File: src/rtl/inst_fifo.sv
// Dual-lane instruction FIFO between fetch and decode: two pushes and two pops
// per cycle, whole-buffer flush on redirect, and a registered full flag for fetch throttling.
module inst_fifo #(
  parameter int DATA_W = 32,
  parameter int PC_W   = 32,
  parameter int DEPTH  = 8,
  parameter int CNT_W  = $clog2(DEPTH) + 1
) (
  input  logic              clk,
  input  logic              rst,
  input  logic              push_valid1,
  input  logic              push_valid2,
  input  logic [DATA_W-1:0] inst_in1,
  input  logic [DATA_W-1:0] inst_in2,
  input  logic [PC_W-1:0]   pc_in1,
  input  logic [PC_W-1:0]   pc_in2,
  input  logic              pop1,
  input  logic              pop2,
  input  logic              flush,
  output logic              out_valid1,
  output logic              out_valid2,
  output logic [DATA_W-1:0] inst_out1,
  output logic [DATA_W-1:0] inst_out2,
  output logic [PC_W-1:0]   pc_out1,
  output logic [PC_W-1:0]   pc_out2,
  output logic [CNT_W-1:0]  count,
  output logic              instbuf_full
);
  localparam int PTR_W = $clog2(DEPTH);

  typedef struct packed {
    logic [DATA_W-1:0] inst;
    logic [PC_W-1:0]   pc;
  } entry_t;

  entry_t           mem_q [DEPTH];
  logic [PTR_W-1:0] head_q, head_d, tail_q, tail_d, head_p1, tail_p1;
  logic [CNT_W-1:0] count_q, count_d;
  logic             full_q, full_d;
  logic             wr1, wr2, rd1, rd2;

  // Pointer arithmetic wraps for free since DEPTH is a power of two.
  assign head_p1 = head_q + {{(PTR_W-1){1'b0}}, 1'b1};
  assign tail_p1 = tail_q + {{(PTR_W-1){1'b0}}, 1'b1};

  assign out_valid1 = (count_q != '0);
  assign out_valid2 = (count_q > {{(CNT_W-1){1'b0}}, 1'b1});
  assign inst_out1  = mem_q[head_q].inst;
  assign pc_out1    = mem_q[head_q].pc;
  assign inst_out2  = mem_q[head_p1].inst;
  assign pc_out2    = mem_q[head_p1].pc;
  assign count        = count_q;
  assign instbuf_full = full_q;

  // Full is the registered value, so space freed by this cycle's pop is not reusable yet.
  assign wr1 = push_valid1 & ~full_q & ~flush;
  assign wr2 = wr1 & push_valid2;
  assign rd1 = pop1 & out_valid1;
  assign rd2 = rd1 & pop2 & out_valid2;

  always_comb begin
    head_d  = head_q + {{(PTR_W-1){1'b0}}, rd1} + {{(PTR_W-1){1'b0}}, rd2};
    tail_d  = tail_q + {{(PTR_W-1){1'b0}}, wr1} + {{(PTR_W-1){1'b0}}, wr2};
    count_d = count_q + {{(CNT_W-1){1'b0}}, wr1} + {{(CNT_W-1){1'b0}}, wr2}
                      - {{(CNT_W-1){1'b0}}, rd1} - {{(CNT_W-1){1'b0}}, rd2};
    if (flush) begin
      head_d  = '0;
      tail_d  = '0;
      count_d = '0;
    end
    full_d = (count_d > CNT_W'(DEPTH - 2));
  end

  always_ff @(posedge clk) begin
    if (rst) begin
      head_q  <= '0;
      tail_q  <= '0;
      count_q <= '0;
      full_q  <= 1'b0;
    end else begin
      head_q  <= head_d;
      tail_q  <= tail_d;
      count_q <= count_d;
      full_q  <= full_d;
    end
  end

  // Entry storage carries no reset; validity comes solely from count.
  always_ff @(posedge clk) begin
    if (!rst) begin
      if (wr1) mem_q[tail_q]  <= '{inst: inst_in1, pc: pc_in1};
      if (wr2) mem_q[tail_p1] <= '{inst: inst_in2, pc: pc_in2};
    end
  end

endmodule

File: config.mk
export PLATFORM = sky130hd
export DESIGN_NAME = inst_fifo
export DESIGN_NICKNAME = d
export VERILOG_FILES = /design/src/rtl/inst_fifo.sv
export SDC_FILE = /design/constraint.sdc
export NUM_CORES = 1
export LEC_CHECK = 0
export ABC_AREA = 1
export CAP_MARGIN = 20
export CORE_MARGIN = 1.5
export CORE_UTILIZATION = 40
export DETAILED_ROUTE_END_ITERATION = 16
export PLACE_DENSITY_LB_ADDON = 0.15
export SLEW_MARGIN = 20
export SYNTH_ARGS = -nofsm -noshare
export SYNTH_HDL_FRONTEND = slang
export SYNTH_SLANG_ARGS = --single-unit
File: constraint.sdc
create_clock -name clk -period 6.66 [get_ports clk]
set_input_delay 0.999 -clock clk [delete_from_list [all_inputs] [get_ports clk]]
set_output_delay 0.999 -clock clk [all_outputs]
set_load 0.01 [all_outputs]
Word-level counts from Yosys, hierarchy flattened
Memories as Yosys holds them, arrays and structs flattened. A register that Yosys moved wholly into a read port is not among the register bits.
Index checks and enable logic that the tools add are counted.
- bitwise logic cells: 8
- $lt $le $gt $ge: 2
- add/subtract/negate cells: 10
- reduce and logical (&&, ||, !) cells: 2
- multiplexer cells: 8
- operators by type and width (operator ; number):
    adder 3 x 1 -> 3 bit ; 4
    adder 4 x 1 -> 4 bit ; 2
    subtractor 4 x 1 -> 4 bit ; 2
    adder 3 x 1 -> 3 bit (second input constant) ; 2
    bitwise AND 1 bit ; 6
    two-way mux 1 bit ; 6
    > comparator 4 x 1 -> 1 bit (second input constant) ; 1
    > comparator 4 x 3 -> 1 bit (second input constant) ; 1
    two-way mux 4 bit ; 1
    nonzero test 4 bit ; 1
    two-way mux 3 bit ; 1
    inverter 1 bit ; 2
    OR reduction 2 bit ; 1
- output and inout bits: 135
- RAM bits: 512
- register bits after elaboration: 11
- input bits: 135
- logic and storage cells: 35
- memories kept: 1
- memory list (memory ; words ; bits a word ; rd ports ; clocked after memory_dff ; write ports ; RTL line ; RTL):
    mem_q ; 8 ; 64 ; 2 ; 1 ; 2 ; 36 ; entry_t mem_q [DEPTH];

Logic depth before layout (Yosys ltp)
- depth in word-level cells: 9
- gate-level depth with buffers: 14
- depth with buffers taken out: 14

Least setup slack after synthesis
No wires, ideal clock.
- kind: input to register
- start: input port flush
- end: memory mem_q[0][0] in the netlist's numbering, enable pin
- library setup time: 0.574 ns
- data required time: 6.086 ns
- setup slack: 0.068 ns
- arrival time: 6.018 ns
- path buffers: 0
- cell stages on the path: 5
- path through: inv_2 nand3_1 nor2_1 nand3_1 o21ai_0
- RTL lines (element ; RTL line ; RTL):
    start: declaration ; 19 ; input logic flush,
    end: declaration ; 36 ;

Worst setup path after layout
- start: register head_q[0]
- end: output port pc_out2[13]
- word-level cells in the longest chain between the ends: 2
- ends and longest elaborated chain (element ; RTL line ; RTL):
    start: declaration ; 37 ; logic [PTR_W-1:0] head_q, head_d, tail_q, tail_d, head_p1, tail_p1;
    start signal: assignment ; 76 ; head_q <= '0;
    start signal: assignment ; 81 ; head_q <= head_d;
    adder 3 x 1 -> 3 bit ; 43 ; assign head_p1 = head_q + {{(PTR_W-1){1'b0}}, 1'b1};
    memory (8 x 64 bit) ; - ;
    end: declaration ; 25 ; output logic [PC_W-1:0] pc_out2,
Every way passes these cells.

==> impl_metrics.json <==
{
  "outcome": "finished clean",
  "ir_drop_uv": 227,
  "final_common_cell": "nand2_1",
  "core.rowCount": 107,
  "gp_congestion": 0.803,
  "ys.flop_type": "edfxtp_1",
  "root_buffer": "clkbuf_16",
  "ys_seq_area_share_pct": 45.5,
  "slowest_stage": "dfxtp_4",
  "antenna_found_initial": 6,
  "setup_viol": 0,
  "drc_errors": 0,
  "slew_violations": 0,
  "grt_usage_pct": 28.7,
  "avgSynthCellArea_um2": 7.49,
  "holdPathStages": 2,
  "cts.path.max_buffers": 3,
  "netlist-cell-type-count": 27,
  "die_x_um": 296,
  "hold_violations": 0,
  "cts.sinks": 523,
  "cts_tree": "built",
  "post_cts_buffers": 0,
  "cts_buffers": 61,
  "ys_ff_latch": 523,
  "synthCells": 4574,
  "ant_nets": 0,
  "crit_family": "buffers and inverters",
  "r2r-start": "tail_q[0]",
  "cp-start-kind": "flip-flop",
  "power_density_mw_per_mm2": 242,
  "rsz0062_at_grt": "false",
  "syn-num-nets": 4721,
  "htreeDepth": 2,
  "min_period_ps": 5240,
  "start_util_pct": 40.3,
  "fp.dieH_um": 296,
  "synth_edf_count": 512,
  "rr_worst_depth": 8,
  "yosysWarningCount": 0,
  "r2r_end": "mem_q[6][7]",
  "final_cells": 5667,
  "grt_pass1_wl_um": 188000,
  "final.period_utilization_pct": 78.7,
  "max_freq_ghz": 0.191,
  "ff2ff_setup_slack_ps": 2220,
  "crit_top_cell": "nand2_1",
  "die_area_mm2": 0.0874,
  "grt_max_degree": 326,
  "hold_buffers": 0,
  "setup_tns_ps": 0,
  "fin_skew_ps": 22.7,
  "max-cap-violations": 0,
  "drive_gt1_share_pct": 3.85,
  "path_clk_slew_ps": 60,
  "worst_pin_slew_ps": 1250,
  "hp-class": "reg -> reg",
  "via_per_inst": 5.56,
  "worst-setup-path-type": "reg -> out",
  "io_pins": 270,
  "cp-end-kind": "output port",
  "syn_to_final_growth_pct": 11.8,
  "slowest_delay_ps": 1010,
  "wl_per_cell_um": 22.6,
  "clk_latency_ps": 660,
  "min_from": "tail_q[2]",
  "power.leakage_nw": 16.6,
  "numPortBuffers": 269,
  "dp.cells": 5552,
  "cts_resized": 0,
  "core_mm2": 0.0850,
  "nets": 4619,
  "path_buf_inv": 3,
  "whs_endpoint": "tail_q[2]",
  "crit_path_cell_trace": "ha_4 -> inv_4 -> buf_4 -> o211ai_1 -> nand2_1 -> nand2_1 -> nand2_1 -> clkdlybuf4s50_1",
  "critPathRequiredTime_ps": 5660,
  "final_core_util_pct": 45.1,
  "final_cell_mix": "nand2_1, nand3_1, edfxtp_1",
  "syn-cell-area_mm2": 0.0342,
  "crit_fanout": 87,
  "grt_pass1_vias": 29400,
  "hpwl_um": 68500,
  "firstDrtPassIters": 6,
  "arrival_ps": 4240,
  "async_flop_share_pct": 0,
  "grt-ovfl-total": 0,
  "num_vias": 31500,
  "drt_iter0_drc": 2951,
  "wl_um": 128000,
  "fin_hold_ws_ps": 612,
  "nFillCells": 8452,
  "maxSlewHeadroom_pct": 16.9
}
## kinds of logic (layout without fill, tap and decap cells)
| logic type | after synthesis | count (layout) | synth area share (%) |
|---|---|---|---|
| xor gates and xnor gates | 3 | 3 | 0.0767 |
| adders and majority gates | 12 | 12 | 0.548 |
| DFF | 523 | 523 | 45.5 |
| and+or+nand+nor | 2610 | 2610 | 30.6 |
| other | 0 | 3 | 0 |
| buffers and inverters | 774 | 720 | 10.9 |
| AOI/OAI and AO/OA | 652 | 652 | 12.3 |
## worst max path at each step
stage	start	end	slack [ps]	depth (start not counted)
after global placement	head_q[0]	pc_out2[13]	2080	8
after global routing	head_q[0]	pc_out2[13]	1230	8
after floorplan	flush	mem_q[0][0]	70	5
after CTS	head_q[0]	pc_out2[13]	1400	8
after detailed placement	head_q[0]	pc_out2[13]	2110	8
final	head_q[0]	pc_out2[13]	1420	8
## through the flow
| stage | cell area (um2) | power, mW | setup slack, ps |
|---|---|---|---|
| global route | 38300 | 9.63 | 1230 |
| floorplan | 34200 | 5.25 | 67.9 |
| CTS | 38300 | 9.28 | 1400 |
| detailed placement | 36500 | 6.18 | 2110 |
| global placement | 36400 | 6.17 | 2080 |
| finish | 38300 | 9.25 | 1420 |
## worst register-to-register path, cell delays in order, from the launching register on
cell	delay, ps
dfxtp_1	900
ha_1	330
inv_1	70
nand2_1	80
nand3_1	170
nor2_4	870
nand2_4	600
o21ai_4	590
buf_12	470
## cell type report
cell class	count	area [um2]	area share [%]
inverters	281	1080	2.82
flip-flops and latches	523	15600	40.7
diodes	3	7.51	0.0196
multi-input cells	3277	15100	39.5
clock buffers	77	1630	4.25
clock inverters	34	149	0.389
well taps	1144	1430	3.74
repair buffers	328	3260	8.52
## routing by layer
| layer | global-route usage, % | routed length (um) | vias up |
|---|---|---|---|
| li1 | - | - | 15000 |
| met1 | 38.3 | 53300 | 14900 |
| met2 | 47.2 | 59900 | 1392 |
| met3 | 4.19 | 10400 | 265 |
| met4 | 10.2 | 4320 | 8 |
| met5 | 0 | 50 | - |
## where the power goes
part | internal [mW] | switching (mW) | leakage, nW
Sequential | 3.67 | 0.0540 | 4.71
Combinational | 0.884 | 1.52 | 11.0
Clock | 1.71 | 1.42 | 0.880
## state kept, by name, indices dropped and copies added, names as in the netlist
name	flops
mem_q	512
count	4
head_q	3
instbuf_full	1
tail_q	3
## synth_stat cells, drive strengths merged, types with 3 or more instances
library cell	number	area, um2
edfxtp	512	15400
o21ai	138	691
buf	344	2050
o211ai	384	2880
a21oi	128	641
dfxtp	11	220
ha	7	87.6
fa	5	100
nand2	2065	7750
inv	281	1060
nand3	521	2610
nor2	23	96.4
xnor2	3	26.3
clkbuf	149	626
(Power assumes the default switching activity.)
